## src/rtl/rc4_keystream_ctrl.sv

```systemverilog
// rc4_keystream_ctrl
// Sequencer for an external 256x8 RC4 state array (S-box). After a start pulse
// it fills the array with the identity permutation (INIT, 256 cycles) and runs
// the key schedule (KSA, 512 cycles). It then generates keystream bytes (PRGA,
// 5 cycles per byte) and hands each one downstream with a valid/ready handshake.
// The S-box reads combinationally. On the same edge, a write takes priority over
// a swap, and a swap exchanges S[raddr] and S[waddr].
//
// Ports
//   clk, n_rst              clock (rising edge), async active-low reset
//   start_i                 latch key_i and run INIT+KSA+PRGA (ignored while busy)
//   stop_i                  abort to IDLE (ignored in IDLE)
//   key_i                   key, byte k = key_i[8k+7:8k]
//   ks_ready_i/ks_valid_o   keystream handshake, ks_byte_o = keystream byte
//   busy_o                  sequencer not idle
//   sarr_*                  S-box control/address/data pins, sarr_rdata_i read data
module rc4_keystream_ctrl #(
  parameter int unsigned KEY_BYTES = 5
) (
  input  logic                   clk,
  input  logic                   n_rst,
  input  logic                   start_i,
  input  logic                   stop_i,
  input  logic [8*KEY_BYTES-1:0] key_i,
  input  logic                   ks_ready_i,
  output logic                   ks_valid_o,
  output logic [7:0]             ks_byte_o,
  output logic                   busy_o,
  output logic [7:0]             sarr_waddr_o,
  output logic [7:0]             sarr_wdata_o,
  output logic [7:0]             sarr_raddr_o,
  output logic                   sarr_swap_o,
  output logic                   sarr_renable_o,
  output logic                   sarr_wenable_o,
  input  logic [7:0]             sarr_rdata_i
);

  localparam int unsigned KidxW = (KEY_BYTES > 1) ? $clog2(KEY_BYTES) : 1;

  typedef enum logic [3:0] {
    StIdle,
    StInit,
    StKsaRd,
    StKsaSw,
    StPrgaRi,
    StPrgaRj,
    StPrgaSw,
    StPrgaRk,
    StPrgaOut
  } state_e;

  state_e                   state_q, state_d;
  logic [7:0]               i_q, i_d;
  logic [7:0]               j_q, j_d;
  logic [7:0]               si_q, si_d;
  logic [7:0]               sj_q, sj_d;
  logic [7:0]               ks_byte_q, ks_byte_d;
  logic [KidxW-1:0]         kidx_q, kidx_d;
  logic [8*KEY_BYTES-1:0]   key_q, key_d;
  logic [7:0]               key_byte;

  assign key_byte = key_q[8*kidx_q +: 8];

  always_ff @(posedge clk or negedge n_rst) begin
    if (!n_rst) begin
      state_q   <= StIdle;
      i_q       <= '0;
      j_q       <= '0;
      si_q      <= '0;
      sj_q      <= '0;
      ks_byte_q <= '0;
      kidx_q    <= '0;
      key_q     <= '0;
    end else begin
      state_q   <= state_d;
      i_q       <= i_d;
      j_q       <= j_d;
      si_q      <= si_d;
      sj_q      <= sj_d;
      ks_byte_q <= ks_byte_d;
      kidx_q    <= kidx_d;
      key_q     <= key_d;
    end
  end

  always_comb begin
    state_d        = state_q;
    i_d            = i_q;
    j_d            = j_q;
    si_d           = si_q;
    sj_d           = sj_q;
    ks_byte_d      = ks_byte_q;
    kidx_d         = kidx_q;
    key_d          = key_q;
    ks_valid_o     = 1'b0;
    sarr_waddr_o   = '0;
    sarr_wdata_o   = '0;
    sarr_raddr_o   = '0;
    sarr_swap_o    = 1'b0;
    sarr_renable_o = 1'b0;
    sarr_wenable_o = 1'b0;

    if (stop_i && (state_q != StIdle)) begin
      // Abort: everything quiet this cycle, indices left stale for the next start.
      state_d = StIdle;
    end else begin
      unique case (state_q)
        StIdle: begin
          if (start_i) begin
            key_d   = key_i;
            i_d     = '0;
            kidx_d  = '0;
            state_d = StInit;
          end
        end
        StInit: begin
          sarr_wenable_o = 1'b1;
          sarr_waddr_o   = i_q;
          sarr_wdata_o   = i_q;
          i_d            = i_q + 8'd1;
          if (i_q == 8'hFF) begin
            j_d     = '0;
            state_d = StKsaRd;
          end
        end
        StKsaRd: begin
          sarr_renable_o = 1'b1;
          sarr_raddr_o   = i_q;
          j_d            = j_q + sarr_rdata_i + key_byte;
          state_d        = StKsaSw;
        end
        StKsaSw: begin
          sarr_swap_o  = 1'b1;
          sarr_raddr_o = i_q;
          sarr_waddr_o = j_q;
          kidx_d       = (kidx_q == KidxW'(KEY_BYTES - 1)) ? '0 : kidx_q + 1'b1;
          i_d          = i_q + 8'd1;
          if (i_q == 8'hFF) begin
            j_d     = '0;
            state_d = StPrgaRi;
          end else begin
            state_d = StKsaRd;
          end
        end
        StPrgaRi: begin
          sarr_renable_o = 1'b1;
          sarr_raddr_o   = i_q + 8'd1;
          i_d            = i_q + 8'd1;
          si_d           = sarr_rdata_i;
          j_d            = j_q + sarr_rdata_i;
          state_d        = StPrgaRj;
        end
        StPrgaRj: begin
          sarr_renable_o = 1'b1;
          sarr_raddr_o   = j_q;
          sj_d           = sarr_rdata_i;
          state_d        = StPrgaSw;
        end
        StPrgaSw: begin
          // i == j is a harmless self-swap.
          sarr_swap_o  = 1'b1;
          sarr_raddr_o = i_q;
          sarr_waddr_o = j_q;
          state_d      = StPrgaRk;
        end
        StPrgaRk: begin
          sarr_renable_o = 1'b1;
          sarr_raddr_o   = si_q + sj_q;
          ks_byte_d      = sarr_rdata_i;
          state_d        = StPrgaOut;
        end
        StPrgaOut: begin
          ks_valid_o = 1'b1;
          if (ks_ready_i) begin
            state_d = StPrgaRi;
          end
        end
        default: state_d = StIdle;
      endcase
    end
  end

  assign ks_byte_o = ks_byte_q;
  assign busy_o    = (state_q != StIdle);

endmodule

```

## config.mk

```make
export PLATFORM = sky130hd
export DESIGN_NAME = rc4_keystream_ctrl
export DESIGN_NICKNAME = d
export VERILOG_FILES = /design/src/rtl/rc4_keystream_ctrl.sv
export SDC_FILE = /design/constraint.sdc
export NUM_CORES = 1
export LEC_CHECK = 0
export CAP_MARGIN = 20
export CORE_UTILIZATION = 45
export DETAILED_ROUTE_END_ITERATION = 10
export PLACE_DENSITY = 0.78
export SLEW_MARGIN = 20
export SYNTH_ARGS = -nofsm -noshare
export SYNTH_HDL_FRONTEND = slang
export SYNTH_SLANG_ARGS = --single-unit
```

## constraint.sdc

```tcl
create_clock -name clk -period 3.5 [get_ports clk]
set_input_delay 0.875 -clock clk [delete_from_list [all_inputs] [get_ports clk]]
set_output_delay 0.875 -clock clk [all_outputs]
set_load 0.1 [all_outputs]
```

==> results of run 1 <==
[registers in the layout, indices dropped and copies added, names as in the netlist]
| signal | cells |
|---|---|
| i_q | 8 |
| kidx_q | 3 |
| state_q | 4 |
| key_q | 40 |
| ks_byte_o | 8 |
| sj_q | 8 |
| j_q | 8 |
| si_q | 8 |
[Yosys cell counts (9+ instances only)]
master | count | area share
nand2_1 | 31 | 0.023
nor2_1 | 33 | 0.024
a21o_1 | 12 | 0.017
mux2_1 | 51 | 0.11
nor3_1 | 13 | 0.013
dfrtp_1 | 87 | 0.42
ha_1 | 24 | 0.058
inv_1 | 19 | 0.014
o21ai_1 | 22 | 0.021
a21oi_1 | 22 | 0.021
o21ai_0 | 10 | 0.0097
xnor2_1 | 15 | 0.025
mux2_2 | 11 | 0.024
clkbuf_1 | 9 | 0.0065
[area by class of cell]
class / count / area [um2] / area share
inverter: 21 / 78.83 / 0.01099
timing repair buffer: 130 / 1444 / 0.2014
clock buffer: 10 / 239.0 / 0.03333
tap: 140 / 175.2 / 0.02443
sequential: 87 / 2177 / 0.3037
clock inverter: 6 / 67.56 / 0.009424
multi-input combinational: 361 / 2988 / 0.4168
[critical path, stage by stage]
cell             delay [ps]
clkdlybuf4s50_1         420
nor2_1                  260
o21ai_1                 360
a21oi_1                 380
buf_12                  220
[power groups by stage]
stage          sequential [uW]  clock, uW  combinational (uW)
3_3_place_gp              1680          0                3210
5_1_grt                   1770       1040                3930
4_1_cts                   1710       1000                3500
3_5_place_dp              1720          0                3370
2_1_floorplan             1600          0                2360
6_report                  1720        978                3620
[layer usage]
layer | GRT usage | vias to the layer above
met5 | 0 | -
met4 | 0.08667 | 0
met3 | 0.05081 | 26
met2 | 0.4299 | 152
met1 | 0.2950 | 2121
li1 | - | 2019
[path summary, 6_finish.rpt]
check | to | slack (ps)
worst min-delay path | ks_byte_o[5]$_DFFE_PN0P_ | 490
worst max-delay path | sarr_raddr_o[0] | 90
worst min register to register | ks_byte_o[5]$_DFFE_PN0P_ | 490
worst max register to register | j_q[7]$_DFFE_PN0P_ | 390
min in group asynchronous | i_q[3]$_DFFE_PN0P_ | 590
max in group asynchronous | key_q[37]$_DFFE_PN0P_ | 2180
[cells by family (layout without fill, tap and decap cells)]
kind of cell / count (synthesis) / in the layout / synth area share
DFF: 87 / 87 / 0.4210
adders and majority gates: 27 / 27 / 0.06968
and+or+nand+nor: 125 / 125 / 0.1207
AOI/OAI and AO/OA: 115 / 115 / 0.1478
xor gates and xnor gates: 23 / 23 / 0.03896
muxes: 71 / 71 / 0.1694
buffers and inverters: 41 / 167 / 0.03242
[per-stage QoR]
step | cell area, um2 | total power (uW) | utilization | setup WS, ps
2_1_floorplan | 5231 | 3963 | - | -239.1
3_3_place_gp | 6739 | 4888 | 0.6109 | -553.2
3_5_place_dp | 6739 | 5088 | 0.6109 | -744.2
4_1_cts | 7093 | 6212 | 0.6430 | 33.44
5_1_grt | 7169 | 6744 | 0.6500 | -46.16
6_report | 7169 | 6316 | 0.6500 | 91.88
[repair_timing]
action / in CTS / in global routing
cloned: 0 / 0
gates resized for setup: 17 / 13
pin swaps: 7 / 9
endpoints found under the setup margin: 3 / 4
setup buffers: 2 / 2
==> results.yml, run 1 <==
floorplan:
  die_w_um: 109.2
  row_count: 38
  initial_core_util: 0.4688
  io-pin-count: 90
  fp.dieArea_mm2: 0.01192
  die_y_um: 109.2
  core_area_mm2: 0.01103
pwr:
  worst_ir_drop_vdd_uv: 434.7
  intPower_uw: 3698
  powerDensity_mw_per_mm2: 880.9
  clkPwrFrac: 0.155
  power_switching_uw: 2617
  comb_power_share: 0.573
  netSwitchingFraction: 0.4144
  p_seq_frac: 0.272
  leakage_uw: 0.003217
hold_path:
  hold_class: "register to register"
  hold_start: "ks_byte_o[5]$_DFFE_PN0P_"
  worstHoldPathCells: 1
timing:
  min_period_ps: 3408
  max_freq_ghz: 0.2934
  setup_viol: 0
  fin_worst_skew_ps: 10.56
  fin_tns_setup_ps: 0
  slew_violations: 0
  finalCritPeriodShare: 0.9737
  hold_ws_ps: 487.1
  worst_slew_margin_rel: 0.4510
  worst_pin_slew_ps: 818.0
  hold_violations: 0
  rsz0062_at_grt: "yes"
cells_and_area:
  fillers: 832
  layout_common_cells: "dfrtp_1 (87), mux2_1 (51), buf_4 (51), clkdlybuf4s50_1 (46), nor2_1 (32)"
  final_common_cell: "dfrtp_1"
  area_growth_syn_to_layout_pct: 38.64
  drive_above_1_share: 0.2732
  finalNetCount: 690
  num_antenna_cells: 0
  final_cells: 755
grt:
  grt_pass1_wl_mm: 22.38
  antenna_found_initial: 0
  grt_overflow_total: 0
  grt_max_degree: 59
  grt_usage: 0.2445
  grt_pass1_vias: 4506
clocking:
  h-tree-depth: 3
  insertion_delay_ps: 340
  cts_sinks: 87
  numCtsBuffers: 9
  clk_pin_slew_worst_paths_ps: 60
  cts_tree: "built"
  root_buffer: "clkbuf_16"
  clockBufferDepth: 2
  cts_hold_buf: 0
logic_synthesis:
  synth_enable_flop_cells: 0
  seq_area_frac_synth: 0.4210
  ys_ff_latch: 87
  synth_ff_type: "dfrtp_1"
  synth_area_per_cell_um2: 10.58
  syn_nets: 569
  syn_inst: 489
  synth_warnings: 0
  synth_cell_types: 55
  synth-async-reset-ratio: 1.000
  syn-cell-area_mm2: 0.005171
critical_path:
  path_max_fanout: 8
  worstPathRequired_ps: 2620
  startpoint_type: "primary input"
  crit_start: "stop_i"
  path_class: "primary input to output pin"
  r2r-start: "j_q[0]$_DFFE_PN0P_"
  r2r_cells: 15
  arrival_ps: 2530
  endpoint_kind: "output pin"
route:
  vias: 4318
  dr_wl_met3_um: 742
  routedLengthMet1_mm: 5.655
  highest_layer: "met4"
  wl_met2_mm: 6.804
  drtIter0Drc: 256
  drc: 0
  wire_per_inst_um: 17.92
  wl_mm: 13.53
  drtAntennaViolNets: 0
  firstDrtPassIters: 5
  viasPerCell: 5.719
placed_design:
  place_hpwl_mm: 10.20
  placed_cells: 735
  routabilityCongestion: 0.8882
  portBuffers: 89
run:
  cap_violations: 0
run_status:
  status: "finished, final reports clean"
(Power assumes the default switching activity.)
==> inputs of run 2 (changes only) <==
- GPL_ROUTABILITY_DRIVEN: default -> 0
==> results.yml, run 2 (same netlist as run 1, synthesis figures left out) <==
floorplan:
  core_area_mm2: 0.01103
  row_count: 38
  die_w_um: 109.2
  io-pin-count: 90
  fp.dieArea_mm2: 0.01192
  initial_core_util: 0.4688
  die_y_um: 109.2
clocking:
  clockBufferDepth: 2
  cts_tree: "built"
  cts_hold_buf: 0
  h-tree-depth: 3
  insertion_delay_ps: 340
  root_buffer: "clkbuf_16"
  numCtsBuffers: 9
  cts_sinks: 87
  clk_pin_slew_worst_paths_ps: 70
grt:
  antenna_found_initial: 0
  top_usage_layer: "met2"
  gr-usage-met2: 0.4313
  grt_pass1_vias: 4559
  grt_use_met1: 0.2854
  grt_max_degree: 54
  met3_usage: 0.06216
  grt_usage: 0.2407
  grt_overflow_total: 0
  grt_pass1_wl_mm: 22.25
timing:
  max_freq_ghz: 0.2941
  hold_violations: 0
  slew_violations: 0
  worst_pin_slew_ps: 811.0
  min_period_ps: 3400
  finalCritPeriodShare: 0.9714
  setup_viol: 0
  fin_worst_skew_ps: 12.81
  worst_slew_margin_rel: 0.4557
cells_and_area:
  final_util: 0.6490
  num_antenna_cells: 0
  area_growth_syn_to_layout_pct: 38.45
  final_common_cell: "dfrtp_1"
  finalNetCount: 690
  design_area_mm2: 0.007159
  layout_common_cells: "dfrtp_1 (87), mux2_1 (51), buf_4 (51), clkdlybuf4s50_1 (46), nor2_1 (32)"
  largest-register: "key_q"
  largest_reg_flops: 40
  fillers: 857
  drive_above_1_share: 0.2634
placed_design:
  place_hpwl_mm: 10.00
  post_dp_cell_area_mm2: 0.006746
  portBuffers: 89
critical_path:
  startpoint_type: "register"
  arrival_ps: 2520
  worstPathRequired_ps: 2620
  r2r_cells: 15
  reg2reg_setup_slack_ps: 380
  path_max_fanout: 8
  path_class: "register to output pin"
  endpoint_kind: "output pin"
pwr:
  powerDensity_mw_per_mm2: 890.1
  leakage_uw: 0.003226
  worst_ir_drop_vdd_uv: 401.1
route:
  drtIter0Drc: 258
  vias: 4320
  viasPerCell: 5.722
  wl_mm: 13.41
  firstDrtPassIters: 6
  drc: 0
  drtAntennaViolNets: 0
  wire_per_inst_um: 17.76
hold_path:
  hold_class: "register to register"
  worstHoldPathCells: 1
run:
  cap_violations: 0
run_status:
  status: "finished, final reports clean"
## run 2: metrics by stage
stage | TNS [ps] | power [uW] | hold WS [ps] | std cells | setup WS [ps]
CTS | -15.71 | 6297 | 491.1 | 754 | -15.71
global route | -15.25 | 6787 | 510.5 | 755 | -15.25
detailed placement | -1698 | 5096 | 475.4 | 736 | -751.1
finish | 0 | 6372 | 490.4 | 755 | 100.1
global placement | -1200 | 4896 | 468.1 | 736 | -552.4
floorplan | -951.3 | 3963 | 458.5 | 489 | -239.1
## run 2: worst paths after layout
check	start	end
worst max-delay path	i_q[0]$_DFFE_PN0P_	sarr_raddr_o[6]
worst min-delay path	key_q[18]$_DFFE_PN0P_	key_q[18]$_DFFE_PN0P_
worst max register to register	j_q[0]$_DFFE_PN0P_	j_q[7]$_DFFE_PN0P_
worst min register to register	key_q[18]$_DFFE_PN0P_	key_q[18]$_DFFE_PN0P_
max in group asynchronous	n_rst	key_q[9]$_DFFE_PN0P_
min in group asynchronous	n_rst	i_q[3]$_DFFE_PN0P_
## run 2: per-layer routing
metal  vias to the layer above  share of wire
met2                       169           0.51
met3                        18          0.073
li1                       2013              -
met4                         0          0.016
met5                         -              0
met1                      2120           0.40
## run 2: final cells by class
cell class / instances / area, um2 / area share
multi-input cells: 361 / 2960 / 0.4135
flip-flops and latches: 87 / 2177 / 0.3041
repair buffers: 130 / 1440 / 0.2012
clock buffers: 9 / 225.2 / 0.03146
well taps: 140 / 175.2 / 0.02447
clock inverters: 7 / 102.6 / 0.01433
inverters: 21 / 78.83 / 0.01101
## run 2: worst max-delay path: stages, from the launching register on
cell and delay (ps):
dfrtp_1 480, ha_1 290, and3_1 260, and3_1 250, o21ai_0 110, a221oi_1 410, o22ai_2 160, buf_12 210
## run 2: repair_timing
action / in CTS / in global routing
endpoints found under the setup margin: 3 / 4
gates resized for setup: 13 / 11
buffers inserted: 2 / 1
pin swaps: 10 / 9
## run 2: power breakdown
group	switching (uW)	leakage, uW	total (uW)	internal (uW)
Clock	425	0.000162	1060	636
Combinational	1850	0.00197	3600	1750
Sequential	346	0.00109	1710	1370
Total	2620	0.00323	6370	3750
